`config.mk`:
```
export PLATFORM = sky130hd
export DESIGN_NAME = trdb_branch_map_ctrl
export DESIGN_NICKNAME = d
export VERILOG_FILES = /design/src/rtl/trdb_pkg.sv /design/src/rtl/trdb_bmap_snapshot.sv /design/src/rtl/trdb_branch_map_ctrl.sv
export SDC_FILE = /design/constraint.sdc
export NUM_CORES = 1
export LEC_CHECK = 0
export BUFFER_PORTS_ARGS = -buffer_cell sky130_fd_sc_hd__buf_2
export CORE_AREA = 10 10 91 61
export CTS_BUF_LIST = sky130_fd_sc_hd__clkbuf_8
export DETAILED_ROUTE_END_ITERATION = 6
export DIE_AREA = 0 0 101 71
export PLACE_DENSITY_LB_ADDON = 0.08
export SETUP_SLACK_MARGIN = 0.4
export SLEW_MARGIN = 40
export SYNTH_ARGS = -nofsm -noshare
export SYNTH_HDL_FRONTEND = slang
export SYNTH_SLANG_ARGS = --single-unit
export TNS_END_PERCENT = 100
```
`constraint.sdc`:
```
create_clock -name clk_i -period 1.9 [get_ports clk_i]
set_clock_uncertainty 0.2 [all_clocks]
set_input_delay 0.095 -clock clk_i [delete_from_list [all_inputs] [get_ports clk_i]]
set_output_delay 0.095 -clock clk_i [all_outputs]
set_load 0.005 [all_outputs]
```
`src/rtl/trdb_pkg.sv`:
```
// Shared types and constants for the trace encoder branch-map path.
package trdb_pkg;

    localparam int unsigned BMAP_LEN   = 31;
    localparam int unsigned BMAP_CNT_W = 5;

    // Controller state: IDLE holds no snapshot, HOLD offers one to the emitter.
    typedef enum logic [0:0] {
        StIdle = 1'b0,
        StHold = 1'b1
    } bmap_ctrl_state_e;

    // Why the map content was emitted.
    typedef enum logic [1:0] {
        ReasonFull    = 2'd0,
        ReasonSync    = 2'd1,
        ReasonTimeout = 2'd2
    } bmap_reason_e;

    typedef struct packed {
        logic [BMAP_LEN-1:0]   map;
        logic [BMAP_CNT_W-1:0] branches;
        bmap_reason_e          reason;
    } bmap_pkt_t;

endpackage

```
`src/rtl/trdb_bmap_snapshot.sv`:
```
// One-entry holding register for a captured branch map. The FSM in the
// controller owns the valid flag. A load while a snapshot is being
// accepted replaces it in place, which gives back-to-back emission.
module trdb_bmap_snapshot
    import trdb_pkg::*;
#(
    parameter int unsigned MAP_LEN = BMAP_LEN,
    parameter int unsigned CNT_W   = BMAP_CNT_W
) (
    input  logic               clk_i,
    input  logic               rst_i,
    input  logic               load_i,
    input  logic [MAP_LEN-1:0] map_i,
    input  logic [CNT_W-1:0]   branches_i,
    input  bmap_reason_e       reason_i,
    output logic [MAP_LEN-1:0] map_o,
    output logic [CNT_W-1:0]   branches_o,
    output bmap_reason_e       reason_o
);

    logic [MAP_LEN-1:0] map_q, map_d;
    logic [CNT_W-1:0]   branches_q, branches_d;
    bmap_reason_e       reason_q, reason_d;

    // Next-state: take the new snapshot on load, otherwise hold.
    always_comb begin
        map_d      = map_q;
        branches_d = branches_q;
        reason_d   = reason_q;
        if (load_i) begin
            map_d      = map_i;
            branches_d = branches_i;
            reason_d   = reason_i;
        end
    end

    // Snapshot storage; cleared on reset so a discarded packet leaves no trace.
    always_ff @(posedge clk_i or posedge rst_i) begin
        if (rst_i) begin
            map_q      <= '0;
            branches_q <= '0;
            reason_q   <= ReasonFull;
        end else begin
            map_q      <= map_d;
            branches_q <= branches_d;
            reason_q   <= reason_d;
        end
    end

    assign map_o      = map_q;
    assign branches_o = branches_q;
    assign reason_o   = reason_q;

endmodule

```
`src/rtl/trdb_branch_map_ctrl.sv`:
```
// Branch-map controller: forwards retired branches into the map, decides
// when the map must be emitted, snapshots it for the packet emitter and
// flushes the map the cycle after capture.
// Optional idle-timeout emission is enabled by defining TRDB_BMAP_CTRL_TIMEOUT_EN.
module trdb_branch_map_ctrl
    import trdb_pkg::*;
#(
    parameter int unsigned MAP_LEN        = BMAP_LEN,
    parameter int unsigned CNT_W          = BMAP_CNT_W,
    parameter int unsigned TIMEOUT_CYCLES = 255
) (
    input  logic               clk_i,
    input  logic               rst_i,
    input  logic               branch_valid_i,
    input  logic               branch_taken_i,
    input  logic               sync_req_i,
    output logic               bm_valid_o,
    output logic               bm_taken_o,
    output logic               bm_flush_o,
    input  logic [MAP_LEN-1:0] bm_map_i,
    input  logic [CNT_W-1:0]   bm_branches_i,
    output logic               pkt_valid_o,
    input  logic               pkt_ready_i,
    output logic [MAP_LEN-1:0] pkt_map_o,
    output logic [CNT_W-1:0]   pkt_branches_o,
    output logic [1:0]         pkt_reason_o,
    output logic               stall_o,
    output logic               overflow_o
);

    bmap_ctrl_state_e state_q, state_d;
    logic             flush_q, flush_d;
    logic             full_q, full_d;
    logic             sync_q, sync_d;
    logic             overflow_q, overflow_d;

    logic             drop;
    logic             eval;
    logic             map_full;
    logic             map_empty;
    logic             trig_full;
    logic             trig_sync;
    logic             trig_timeout;
    logic             trigger;
    logic             capture;
    bmap_reason_e     reason;
    bmap_reason_e     snap_reason;

    // The map inputs are next-state views; the flush cycle shows post-flush
    // contents, so triggers are only evaluated outside it.
    assign eval      = ~flush_q;
    assign map_full  = (bm_branches_i == CNT_W'(MAP_LEN));
    assign map_empty = (bm_branches_i == '0);

    // Only registered state gates the write, so no loop forms through the map.
    assign drop       = full_q & ~flush_q;
    assign bm_valid_o = branch_valid_i & ~drop;
    assign bm_taken_o = branch_taken_i;
    assign bm_flush_o = flush_q;

    assign trig_full = eval & map_full;
    assign trig_sync = eval & (sync_q | sync_req_i) & ~map_empty;

`ifdef TRDB_BMAP_CTRL_TIMEOUT_EN
    localparam int unsigned TO_W = $clog2(TIMEOUT_CYCLES + 1);

    logic [TO_W-1:0] to_cnt_q, to_cnt_d;

    // Idle counter: runs while the map holds branches, saturates at the threshold.
    always_comb begin
        to_cnt_d = to_cnt_q;
        if (capture || flush_q) begin
            to_cnt_d = '0;
        end else if (!map_empty && (to_cnt_q != TO_W'(TIMEOUT_CYCLES))) begin
            to_cnt_d = to_cnt_q + 1'b1;
        end
    end

    // Idle counter register.
    always_ff @(posedge clk_i or posedge rst_i) begin
        if (rst_i) begin
            to_cnt_q <= '0;
        end else begin
            to_cnt_q <= to_cnt_d;
        end
    end

    assign trig_timeout = eval & ~map_empty & (to_cnt_q == TO_W'(TIMEOUT_CYCLES));
`else
    assign trig_timeout = 1'b0;
`endif

    assign trigger = trig_full | trig_sync | trig_timeout;
    // A held snapshot can be replaced only in the cycle the emitter takes it.
    assign capture = trigger & ((state_q == StIdle) | pkt_ready_i);

    // Reason selection, FULL beats SYNC beats TIMEOUT.
    always_comb begin
        reason = ReasonTimeout;
        if (trig_full) begin
            reason = ReasonFull;
        end else if (trig_sync) begin
            reason = ReasonSync;
        end
    end

    // Flag next-state: flush pulse, full tracking, pending sync, sticky overflow.
    always_comb begin
        flush_d    = capture;
        full_d     = map_full & ~capture;
        overflow_d = overflow_q | (branch_valid_i & drop);
        sync_d     = sync_q | sync_req_i;
        if (capture) begin
            sync_d = 1'b0;
        end else if (eval && map_empty) begin
            // Nothing to emit, so the request is already satisfied.
            sync_d = 1'b0;
        end
    end

    // Flag registers.
    always_ff @(posedge clk_i or posedge rst_i) begin
        if (rst_i) begin
            flush_q    <= 1'b0;
            full_q     <= 1'b0;
            sync_q     <= 1'b0;
            overflow_q <= 1'b0;
        end else begin
            flush_q    <= flush_d;
            full_q     <= full_d;
            sync_q     <= sync_d;
            overflow_q <= overflow_d;
        end
    end

    // FSM state register.
    always_ff @(posedge clk_i or posedge rst_i) begin
        if (rst_i) begin
            state_q <= StIdle;
        end else begin
            state_q <= state_d;
        end
    end

    // FSM next state.
    always_comb begin
        state_d = state_q;
        unique case (state_q)
            StIdle: begin
                if (capture) begin
                    state_d = StHold;
                end
            end
            StHold: begin
                if (!capture && pkt_ready_i) begin
                    state_d = StIdle;
                end
            end
            default: state_d = StIdle;
        endcase
    end

    // FSM outputs.
    always_comb begin
        pkt_valid_o = (state_q == StHold);
        stall_o     = full_q & (state_q == StHold);
        overflow_o  = overflow_q;
    end

    trdb_bmap_snapshot #(
        .MAP_LEN (MAP_LEN),
        .CNT_W   (CNT_W)
    ) u_snapshot (
        .clk_i      (clk_i),
        .rst_i      (rst_i),
        .load_i     (capture),
        .map_i      (bm_map_i),
        .branches_i (bm_branches_i),
        .reason_i   (reason),
        .map_o      (pkt_map_o),
        .branches_o (pkt_branches_o),
        .reason_o   (snap_reason)
    );

    assign pkt_reason_o = snap_reason;

endmodule

```
== Word level (Yosys, flattened, before mapping) ==
Cells that the tools add are included.
Word-level totals
  output and inout port bits: 44
  register bits after elaboration: 43
Cells by class
  bitwise gates (word level): 18
  reductions and logical operators: 4
  muxes and demuxes: 7
  equality and inequality tests: 1
Operators with widths (number)
  bitwise AND 1 bit: 9
  == test 5 bit (second input constant): 1
  logical NOT 5 bit: 1
  inverter 1 bit: 5
  two-way mux 1 bit: 4
  two-way mux 2 bit: 2
  OR 1 bit: 4
  logical AND 1 bit: 2
  case mux 1 bit (2 select lines): 1
  logical NOT 1 bit: 1

== Longest topological paths before layout ==
  depth in word-level cells: 9
  depth in mapped cells: 6
  mapped depth without buffers: 4

== By module ==
A second synthesis with hierarchy kept.
Unflattened totals
  cell total of the unflattened synthesis: 108
  area, all modules: 1764.2 sq um
Modules (own cells, without submodules)
  trdb_bmap_snapshot: cells an instance 81, area each 1496.4 sq um, seq. area each 950.9 sq um, times used 1
  trdb_branch_map_ctrl: cells an instance 27, area each 267.8 sq um, seq. area each 125.1 sq um, times used 1

== Worst setup path after synthesis ==
Ideal clock, no wire load.
  path kind: register to register
  start point: register state_q (netlist: pkt_valid_o)
  end point: register u_snapshot.branches_q[0] (netlist: u_snapshot.branches_o[0])
  required time: 1.575 ns
  data arrival time: 1.459 ns
  clock period less this slack: 1.784 ns
  path slack: 0.116 ns
  stages on the path, launching flop included: 7
  buffers on the path: 2
  library setup time: 0.125 ns
  path through: dfrtp_1 nor2b_1 nor2_1 a21boi_2 buf_6 buf_12 mux2_4
On the way
  cells in the longest elaborated chain, start to end: 3
RTL lines
  start: declaration: line trdb_branch_map_ctrl.sv:31  | bmap_ctrl_state_e state_q, state_d;
  start signal: assignment: line trdb_branch_map_ctrl.sv:139  | state_q <= StIdle;
  start signal: assignment: line trdb_branch_map_ctrl.sv:141  | state_q <= state_d;
  inverter 1 bit
  OR 1 bit: line trdb_branch_map_ctrl.sv:95  | assign capture = trigger & ((state_q == StIdle) | pkt_ready_i);
  bitwise AND 1 bit: line trdb_branch_map_ctrl.sv:95
  end signal: assignment: line trdb_bmap_snapshot.sv:45  | branches_q <= branches_d;
  end: declaration: line trdb_bmap_snapshot.sv:22  | logic [CNT_W-1:0] branches_q, branches_d;
Every way passes these cells.
A chain may end at the register's enable or synchronous reset.

== Final worst setup path ==
  start point: register state_q (netlist: pkt_valid_o)
  end point: register u_snapshot.branches_q[2] (netlist: u_snapshot.branches_o[2])
The elaborated chain is that of the path after synthesis.

==> results.cfg <==
[status]
status = finished, final reports clean

[final_layout]
drive_above_1_share = 0.594
layout_commonest_cell = buf_2
area_delta_synth_final_pct = 69.0
antenna-diode-count = 0
nets = 290
final_cell_mix = 83 x buf_2, 42 x dfrtp_1, 42 x dlygate4sd3_1, 30 x mux2_4
final_area_um2 = 2980

[drt]
drt-pass1-iter-count = 4
drt_iter0_drc = 25
vias = 1370
wl_per_cell_um = 16.7
drtAntennaViolNets = 0
viasPerCell = 4.58
drc = 0
drt_wl_total_um = 5000

[floorplan]
initial_core_util = 0.447
core-area_um2 = 3940
die_w_um = 101
rows = 18
fp.dieArea_um2 = 7170
ios = 86
fp.dieH_um = 71

[timing]
worst_slew_pin_slew_ps = 466
final_max_slew_viol_count = 0
setup_viol = 0
rsz0062_at_grt = yes
tns_ps = 0
fin_crit_ps = 1720
hold_ws_ps = 18.6
maxSlewHeadroom = 0.689
max_freq_ghz = 0.581
fin_ws_ps = 180
hold_viol_final = 0
period_share = 0.905

[hold_path]
min_path_type = input port to flip-flop

[worst_setup_path]
crit_path_top_delay_cell = dfrtp_1
path_delay_family = flip-flops
required_ps = 1870
endpoint_kind = flip-flop
arrival_ps = 1690
cp_num_buf_inv = 2
crit_chain = nor2b_4 > nor2_4 > a21boi_4 > buf_12 > buf_12 > mux2_4
criticalPathCategory = flip-flop to flip-flop
crit_fanout = 8
cp-start-kind = flip-flop
crit_path_max_incr_delay_ps = 380
cp_common_cell = buf_12

[clocking]
clock_path_buffers = 2
cts_tree = yes
clk_pin_slew_ps = 70
cts_root_buffer = clkbuf_8
clkSinkCount = 43
clock_latency_ps = 280
numCtsBuffers = 5
cts_htree_levels = 2

[synthesis]
syn_nets = 150
synth.distinct_cells = 22
seq_area_frac_synth = 0.611
ys_ff_latch = 43
syn_area_um2 = 1760
yosys_warnings = 0
synth_cells = 108
syn_avg_cell_area_um2 = 16.3

[power_and_ir_drop]
powerDensity_nw_per_um2 = 1490
total_leakage_power_nw = 1.51
peakVddDrop_mv = 1.05

[placement]
gp_congestion = 0.747
portBuffers = 83
hpwl_um = 3160
place_ws_ps = 74.7
placed_cell_area_um2 = 2250

[global_route]
grt_antenna_before_repair = 0
grt_first_pass_wirelength_um = 8190
track_usage = 0.142
grt_pass1_vias = 1582
grt_max_degree = 24
grt_overflow_total = 0

[job]
drv_cap = 0
-- path summary, 6_finish.rpt --
kind / from / end / slack (ps) / depth (start not counted)
worst max-delay path: pkt_valid_o / u_snapshot.branches_o[2] / 180 / 6
worst min-delay path: bm_branches_i[2] / sync_q / 20 / 5
worst max register to register: pkt_valid_o / u_snapshot.branches_o[2] / 180 / 6
worst min register to register: overflow_o / overflow_o / 280 / 1
max in group asynchronous: rst_i / u_snapshot.map_o[21] / 860 / 4
min in group asynchronous: rst_i / u_snapshot.map_o[16] / 160 / 3
-- synth_stat cells --
cell type,count,share of area
dfrtp_1,43,0.61
mux2_4,20,0.17
mux2_2,16,0.10
nor2_1,5,0.011
inv_1,3,0.0064
a21oi_1,2,0.0057
buf_12,2,0.023
buf_4,2,0.0085
nor2b_1,2,0.0071
a21boi_0,1,0.0043
a21boi_2,1,0.0064
a21o_2,1,0.0050
a31o_2,1,0.0050
a41oi_1,1,0.0050
and2_1,1,0.0036
and3_1,1,0.0036
buf_6,1,0.0064
nand2_1,1,0.0021
nand3_1,1,0.0028
nor3_1,1,0.0028
o31a_1,1,0.0050
or2_2,1,0.0036
-- kinds of logic after synthesis --
logic type	synth area share
flops	0.611
mux	0.273
simple gates	0.0362
compound gates	0.0362
buf+inv	0.0440
-- cell type report --
cell class              count  area, µm²
inverters                   3       11.3
repair buffers            138       1040
well taps                  50       62.6
multi-input cells          57        668
clock buffers               6       82.6
flip-flops and latches     43       1080
fillers                   240        963
clock inverters             2       35.0
-- registers in the layout (all words and copies together) (netlist names) --
name	flops
sync_q	1
full_q	1
pkt_valid_o	1
bm_flush_o	1
u_snapshot.branches_o	5
overflow_o	1
u_snapshot.map_o	31
u_snapshot.reason_o	2
-- stage by stage --
| step | utilization | total power (W) | std cells |
|---|---|---|---|
| floorplan | - | 0.00261 | 108 |
| global placement | 0.571 | 0.00320 | 239 |
| detailed placement | 0.571 | 0.00324 | 239 |
| CTS | 0.742 | 0.00436 | 297 |
| global route | 0.756 | 0.00474 | 299 |
| finish | 0.756 | 0.00445 | 299 |
-- power breakdown --
group	leakage, nW	switching [W]	internal (W)
logic	0.940	0.000730	0.00140
clock network	0.0612	0.000300	0.000425
registers	0.504	0.000242	0.00135
total	1.50	0.00127	0.00318
-- worst reg2reg max path, cell delays in order, from the launching register on --
cell and delay (ps):
dfrtp_1 380, nor2b_4 140, nor2_4 80, a21boi_4 210, buf_12 150, buf_12 140, mux2_4 310
-- per-layer routing --
| metal | track usage | routed length (µm) | vias up |
|---|---|---|---|
| met5 | 0 | 0 | - |
| met4 | 0.0324 | 25 | 0 |
| met3 | 0.0708 | 510 | 4 |
| met2 | 0.232 | 2340 | 55 |
| met1 | 0.164 | 2120 | 655 |
| li1 | - | - | 656 |
-- timing repair --
action	CTS	global route
pin swaps	0	1
gates cloned	2	1
setup endpoints to repair	37	38
resized for setup	8	6
endpoints found under the hold margin	61	0
hold buffers	42	0
buffers inserted	6	1
(Power assumes the default switching activity.)
